===== src/rtl/rf_arb_pkg.sv =====
// Shared types, default widths and helpers for the register-file write arbiter.
package rf_arb_pkg;

  localparam int RF_NUM_REQ     = 3;
  localparam int RF_ADDR_W      = 5;
  localparam int RF_DATA_W      = 32;
  localparam int RF_MAX_ADDR_W  = 8;

  typedef struct packed {
    logic                 valid;
    logic [RF_ADDR_W-1:0] rd;
    logic [RF_DATA_W-1:0] data;
  } wr_req_t;

  // Callers zero-extend their address to RF_MAX_ADDR_W bits.
  function automatic logic rd_is_x0(input logic [RF_MAX_ADDR_W-1:0] rd);
    return (rd == '0);
  endfunction

endpackage


===== src/rtl/rf_arb_age_matrix.sv =====
// N x N age matrix: older_q[i][j]=1 means entry i was accepted before entry j.
// Grants the valid entry that is older than every other valid entry.
module rf_arb_age_matrix
  import rf_arb_pkg::*;
#(
  parameter int N = RF_NUM_REQ
) (
  input  logic         clk,
  input  logic         rst,
  input  logic [N-1:0] valid,
  input  logic [N-1:0] accept,
  input  logic [N-1:0] free,
  output logic [N-1:0] grant
);

  logic [N-1:0] older_q [N];
  logic [N-1:0] older_d [N];
  logic [N-1:0] survive;

  assign survive = valid & ~free;

  always_comb begin
    grant = '0;
    for (int i = 0; i < N; i++) begin
      grant[i] = valid[i] && (&(older_q[i] | ~valid | (N'(1) << i)));
    end
  end

  // A slot freed and re-accepted on the same edge takes the accept path.
  always_comb begin
    for (int i = 0; i < N; i++) begin
      for (int j = 0; j < N; j++) begin
        if (i == j)                       older_d[i][j] = 1'b0;
        else if (accept[i] && accept[j])  older_d[i][j] = (i < j);
        else if (accept[i])               older_d[i][j] = 1'b0;
        else if (accept[j])               older_d[i][j] = survive[i];
        else if (free[i] || free[j])      older_d[i][j] = 1'b0;
        else                              older_d[i][j] = older_q[i][j];
      end
    end
  end

  always_ff @(posedge clk) begin
    for (int i = 0; i < N; i++) begin
      if (rst) older_q[i] <= '0;
      else     older_q[i] <= older_d[i];
    end
  end

endmodule


===== src/rtl/rf_wr_arbiter.sv =====
// Shares one register-file write port among lockstep writeback slots, each with a
// one-entry hold register drained oldest-first; stalls all slots when a write cannot be held.
module rf_wr_arbiter
  import rf_arb_pkg::*;
#(
  parameter int NUM_REQ = RF_NUM_REQ,
  parameter int DATA_W  = RF_DATA_W,
  parameter int ADDR_W  = RF_ADDR_W
) (
  input  logic                      clk,
  input  logic                      rst,
  input  logic [NUM_REQ-1:0]        req_wr_en,
  input  logic [NUM_REQ*ADDR_W-1:0] req_rd,
  input  logic [NUM_REQ*DATA_W-1:0] req_data,
  output logic                      rf_wr_en,
  output logic [ADDR_W-1:0]         rf_rd,
  output logic [DATA_W-1:0]         rf_data,
  output logic                      stall_out,
  output logic [NUM_REQ-1:0]        pend_valid,
  output logic [NUM_REQ*ADDR_W-1:0] pend_rd,
  output logic [NUM_REQ*DATA_W-1:0] pend_data
);

  logic [NUM_REQ-1:0] hold_valid;
  logic [ADDR_W-1:0]  hold_rd   [NUM_REQ];
  logic [DATA_W-1:0]  hold_data [NUM_REQ];
  logic [NUM_REQ-1:0] eff;
  logic [NUM_REQ-1:0] grant;
  logic [NUM_REQ-1:0] accept;
  logic [ADDR_W-1:0]  grant_rd;
  logic [DATA_W-1:0]  grant_data;

  always_comb begin
    for (int i = 0; i < NUM_REQ; i++) begin
      eff[i] = req_wr_en[i] &&
               !rd_is_x0(RF_MAX_ADDR_W'(req_rd[i*ADDR_W +: ADDR_W]));
    end
  end

  // A hold being granted this cycle is free for its slot's new write.
  assign stall_out = |(eff & hold_valid & ~grant);
  // All-or-nothing accept: lockstep pipelines re-present every slot after a stall.
  assign accept    = stall_out ? '0 : eff;

  rf_arb_age_matrix #(.N(NUM_REQ)) u_age (
    .clk    (clk),
    .rst    (rst),
    .valid  (hold_valid),
    .accept (accept),
    .free   (grant),
    .grant  (grant)
  );

  always_ff @(posedge clk) begin
    for (int i = 0; i < NUM_REQ; i++) begin
      if (rst) begin
        hold_valid[i] <= 1'b0;
      end else if (accept[i]) begin
        hold_valid[i] <= 1'b1;
        hold_rd[i]    <= req_rd[i*ADDR_W +: ADDR_W];
        hold_data[i]  <= req_data[i*DATA_W +: DATA_W];
      end else if (grant[i]) begin
        hold_valid[i] <= 1'b0;
      end
    end
  end

  always_comb begin
    grant_rd   = '0;
    grant_data = '0;
    for (int i = 0; i < NUM_REQ; i++) begin
      if (grant[i]) begin
        grant_rd   = grant_rd   | hold_rd[i];
        grant_data = grant_data | hold_data[i];
      end
    end
  end

  always_ff @(posedge clk) begin
    if (rst) begin
      rf_wr_en <= 1'b0;
      rf_rd    <= '0;
      rf_data  <= '0;
    end else begin
      rf_wr_en <= |grant;
      rf_rd    <= grant_rd;
      rf_data  <= grant_data;
    end
  end

  assign pend_valid = hold_valid;

  always_comb begin
    for (int i = 0; i < NUM_REQ; i++) begin
      pend_rd[i*ADDR_W +: ADDR_W]   = hold_rd[i];
      pend_data[i*DATA_W +: DATA_W] = hold_data[i];
    end
  end

endmodule


===== config.mk =====
export PLATFORM = sky130hd
export DESIGN_NAME = rf_wr_arbiter
export DESIGN_NICKNAME = d
export VERILOG_FILES = /design/src/rtl/rf_arb_pkg.sv /design/src/rtl/rf_arb_age_matrix.sv /design/src/rtl/rf_wr_arbiter.sv
export SDC_FILE = /design/constraint.sdc
export NUM_CORES = 1
export LEC_CHECK = 0
export CORE_AREA = 2 2 125 127
export DETAILED_ROUTE_END_ITERATION = 7
export DIE_AREA = 0 0 127 129
export PLACE_DENSITY_LB_ADDON = 0.05
export SKIP_LAST_GASP = 1
export SLEW_MARGIN = 10
export SYNTH_ARGS = -nofsm -noshare
export SYNTH_HDL_FRONTEND = slang
export SYNTH_SLANG_ARGS = --single-unit

===== constraint.sdc =====
create_clock -name clk -period 4.6 [get_ports clk]
set_input_delay 0.69 -clock clk [delete_from_list [all_inputs] [get_ports clk]]
set_output_delay 0.69 -clock clk [all_outputs]
set_load 0.02 [all_outputs]

==> results summary <==
Of the cells placed in the final design, the portion with a size suffix greater than 1 is between 10% and 20%. By area the synthesized netlist is led by sky130_fd_sc_hd__edfxtp_1 63%, sky130_fd_sc_hd__dfxtp_1 18%, sky130_fd_sc_hd__a222oi_1 7.0%. Entering global routing, the biggest net connects 41 pins.

The worst min-delay path startpoint is u_age.older_q[0][1]. The area share of the largest cell type after synthesis came out at 62.7%. The number of distinct library cells after synthesis came out at 32.

For this run, design rule violations remaining after detail routing come to 0. The length of routed met2 wiring came out at ~9 mm. The final global-route overflow total came out at 0. The number of hold buffers added after cts came out at 0. The multiplexer share of the synthesized area is 0%.

The total power per unit cell area came out at about 420 nW/µm². The quantity of gates resized following cts is 0. The number of DRC markers after the initial detailed-route iteration came out at between 300 and 400. Counting instances in the post-synthesis netlist gives the leading cell types as 111 x sky130_fd_sc_hd__edfxtp_1, 47 x sky130_fd_sc_hd__dfxtp_1, 45 x sky130_fd_sc_hd__nor2_1. The worst register-to-register path has a depth of 6. The worst-case register-to-register setup slack came out at ~2.2 ns. The worst setup path is of the in -> out kind. The standard-cell row count is 45. Adding up every negative setup slack in the final design gives 0 ns. The first TritonRoute pass finished after 6 iterations.

The initial cell density of the core is 35.5%. The shortest period the worst path allows came out at 3.44 ns. The run finished with clean final reports. The synthesized instance count came out at roughly 310. The critical path data arrival time came out at 2.75 ns. In this run, synthesis inferred 111 flip-flops with an integrated enable. The die width is 127 µm. Port buffering added 268 buffers. The number of placed cells counting well taps is 762. The die covers 16400 µm². The vias per cell came out at around 5.1.

The type of the tightest min-delay check is reg -> reg. 269 I/O pins were placed. The final wirelength is 17.9 mm. In the final layout, the multi-input gates occupy 1010 µm². Setup repair after global routing left no endpoint under its margin.

Walking the worst path, the cells encountered are clkdlybuf4s50_1 > or4_4 > o21ai_4 > nor2_1 > nor2_1 > o21ai_0 > clkdlybuf4s50_1. The total track usage is 21.8%. The actual transition at the worst max-transition pin is 1.01 ns. The total length of routed met3 wires came out at 1.65 mm. The total count of max-transition violations in the final report was 0. The async set-reset flop share out of synthesis came out at 0%. The final net count came out at between 700 and 800.

The worst register-to-register path begins at pend_valid[1]. The cell sitting at the root of the clock tree is a sky130_fd_sc_hd__clkbuf_16. The post-CTS clock slew at the launch and capture registers of the worst setup and hold paths came out at roughly 0.060 ns. Setup violations remaining at the end of the flow were counted as 0.

The area added between synthesis and finish is 67.5%. The cell depth of the worst hold path came out at 2. The delay contributed by the slowest stage of the critical path is 0.58 ns.

Counting both buffers and inverters, the worst setup path holds a total of 2. The clock skew after layout is 0.0105 ns. The final weighted congestion in routability-driven placement is 0.786. The count of buffers added by post-CTS timing repair for setup came out at 0. The count of filler cells inserted in the layout came out at 1168. The total number of yosys warnings is 0. The number of maximum-capacitance constraint violations is 0. The post-synthesis compound-gate area fraction is about an eighth. After Yosys synthesis, XOR and XNOR cells account for 0% of the synthesized area.

In the synthesized netlist the dominant register cell turns out to be sky130_fd_sc_hd__edfxtp_1. The mean instance size in the synthesized netlist is about 17 µm². After synthesis, flip-flops and latches occupy between 80% and 90% of the total area.

The leakage component of the power came out at 3.13 nW. The total via count in the routed design came out at 4068. Counting every net in the synthesized netlist gives 430. The TritonCTS sink count is 158. The endpoint of the worst register-to-register path is hold_data[0][49]. The library cell with the highest instance count after synthesis is sky130_fd_sc_hd__edfxtp_1. Summing the areas of all fa, ha and maj instances in the mapped netlist gives 0% of the synthesized area. The area occupied by registers is 4270 µm². The maximum resistive drop on vdd came out at 0.248 mV. The headroom to the max-slew limit is 33.0%. The maximum clock rate is between 0.2 and 0.3 GHz. The area of the core is 15000 µm². The vertical die dimension came out at 129 µm. The post-detailed-route wirelength per cell came out at 22.6 µm. The number of clock buffers inserted by TritonCTS is 17. The number of endpoints with negative hold slack in the final report is 0.

STA classifies the critical path startpoint as an input port. The worst-skew pair later-pin latency came out at 0.42 ns. The cell taking the most area after synthesis is sky130_fd_sc_hd__edfxtp_1. The number of antenna violations at the first check in global routing came out at 1.

The number of levels in the clock H-tree is 4. The highest layer touched by signal routing is met4. The final cell count without fillers came out at 794. By area, the combinational part of the netlist is dominated by compound AO/OA/AOI/OAI gates.

STA puts the critical path data required time at ~3.9 ns. The sum of net half-perimeters after detailed placement came out at 12.5 mm. The simple-gate share of the synthesized area came out at 6.35%.

The first global-routing pass estimated 25.7 mm of wire. The share of the cycle needed by the critical path after routing is 74.9%. STA classifies the critical path endpoint as a primary output.

The hold-critical path endpoint is u_age.older_q[0][1]. Synthesis inferred between 150 and 200 register bits. The mapped netlist covers 5320 µm². In the final routing, the length of wire on met1 measures approximately 6.7 mm.

The post-detailed-route count of antenna-violating nets is 0. The via count of the first global-routing pass is around 4200. The number of antenna repair diodes came out at 0. Broken down by cell family, the worst path's largest delay share belongs to buffers and inverters. TritonCTS built the clock tree. The largest individual stage delay along the critical path comes from the cell sky130_fd_sc_hd__or4_4.

The maximum fanout count along the critical path came out at 5. The maximum number of buffers from clock root to sink came out at 2.
[sequential cells by signal, indices dropped and copies added, names as in the netlist]
signal,cells
hold_data,96
hold_rd,15
pend_valid,3
rf_data,32
rf_rd,5
rf_wr_en,1
u_age.older_q,6
[report_power, final]
part / internal [mW] / total [mW] / switching [mW] / leakage (nW)
Clock: 0.935 / 1.48 / 0.548 / 0.307
Combinational: 0.278 / 0.567 / 0.289 / 1.40
Sequential: 1.62 / 1.67 / 0.0432 / 1.42
[logic make-up (layout without fill, tap and decap cells)]
family | count (synthesis) | in the layout
flops | 158 | 158
simple gates | 69 | 69
buf+inv | 19 | 311
compound gates | 68 | 68
[metrics by stage]
step | area [µm²] | total power [mW] | setup slack [ns] | utilization, % | hold slack (ns)
floorplan | 5330 | 1.93 | 0.0179 | - | 0.440
global placement | 8280 | 2.26 | 1.17 | 55.3 | 0.487
detailed placement | 8280 | 2.27 | 1.16 | 55.3 | 0.482
CTS | 8910 | 3.75 | 1.16 | 59.5 | 0.490
global route | 8910 | 3.85 | 1.06 | 59.5 | 0.503
finish | 8910 | 3.72 | 1.16 | 59.5 | 0.487
[routing by layer]
metal,track usage [%],vias to the layer above
li1,-,1832
met1,24.9,2013
met2,37.1,199
met3,8.81,24
met4,7.89,0
met5,0,-
[worst max path at each step]
| stage | from | cells past startpoint | endpoint | slack, ns |
|---|---|---|---|---|
| floorplan | req_rd[5] | 4 | hold_data[0][0] | 0.02 |
| finish | req_rd[5] | 7 | stall_out | 1.16 |
| global placement | req_rd[5] | 7 | stall_out | 1.17 |
| global route | req_rd[5] | 7 | stall_out | 1.06 |
| CTS | req_rd[5] | 7 | stall_out | 1.16 |
| detailed placement | req_rd[5] | 7 | stall_out | 1.16 |
[worst reg2reg max path: stages (launching register included)]
cell and delay, ns:
sky130_fd_sc_hd__dfxtp_1 0.39, sky130_fd_sc_hd__and2b_2 0.26, sky130_fd_sc_hd__o21ai_2 0.25, sky130_fd_sc_hd__o211ai_2 0.16, sky130_fd_sc_hd__or2_4 0.29, sky130_fd_sc_hd__nor2_4 0.49, sky130_fd_sc_hd__buf_12 0.27
[cell type report]
cell class | count | share of cell area [%]
clock buffers | 21 | 5.17
clock inverters | 11 | 1.85
inverters | 1 | 0.0421
multi-input cells | 137 | 11.3
flip-flops and latches | 158 | 48.0
well taps | 188 | 2.64
repair buffers | 278 | 31.0
[placed cells by master, fill, tap and decap left out, types with 4 or more instances in the layout]
cell type,instances
sky130_fd_sc_hd__clkdlybuf4s50_1,267
sky130_fd_sc_hd__edfxtp_1,111
sky130_fd_sc_hd__dfxtp_1,47
sky130_fd_sc_hd__nor2_1,44
sky130_fd_sc_hd__a222oi_1,37
sky130_fd_sc_hd__clkbuf_16,17
sky130_fd_sc_hd__buf_4,9
sky130_fd_sc_hd__a21oi_1,6
sky130_fd_sc_hd__and2b_2,4
sky130_fd_sc_hd__o21a_1,4
sky130_fd_sc_hd__o211ai_1,4
sky130_fd_sc_hd__bufinv_16,4
sky130_fd_sc_hd__clkinv_2,4
No activity file was read; power rests on OpenSTA's default activity.
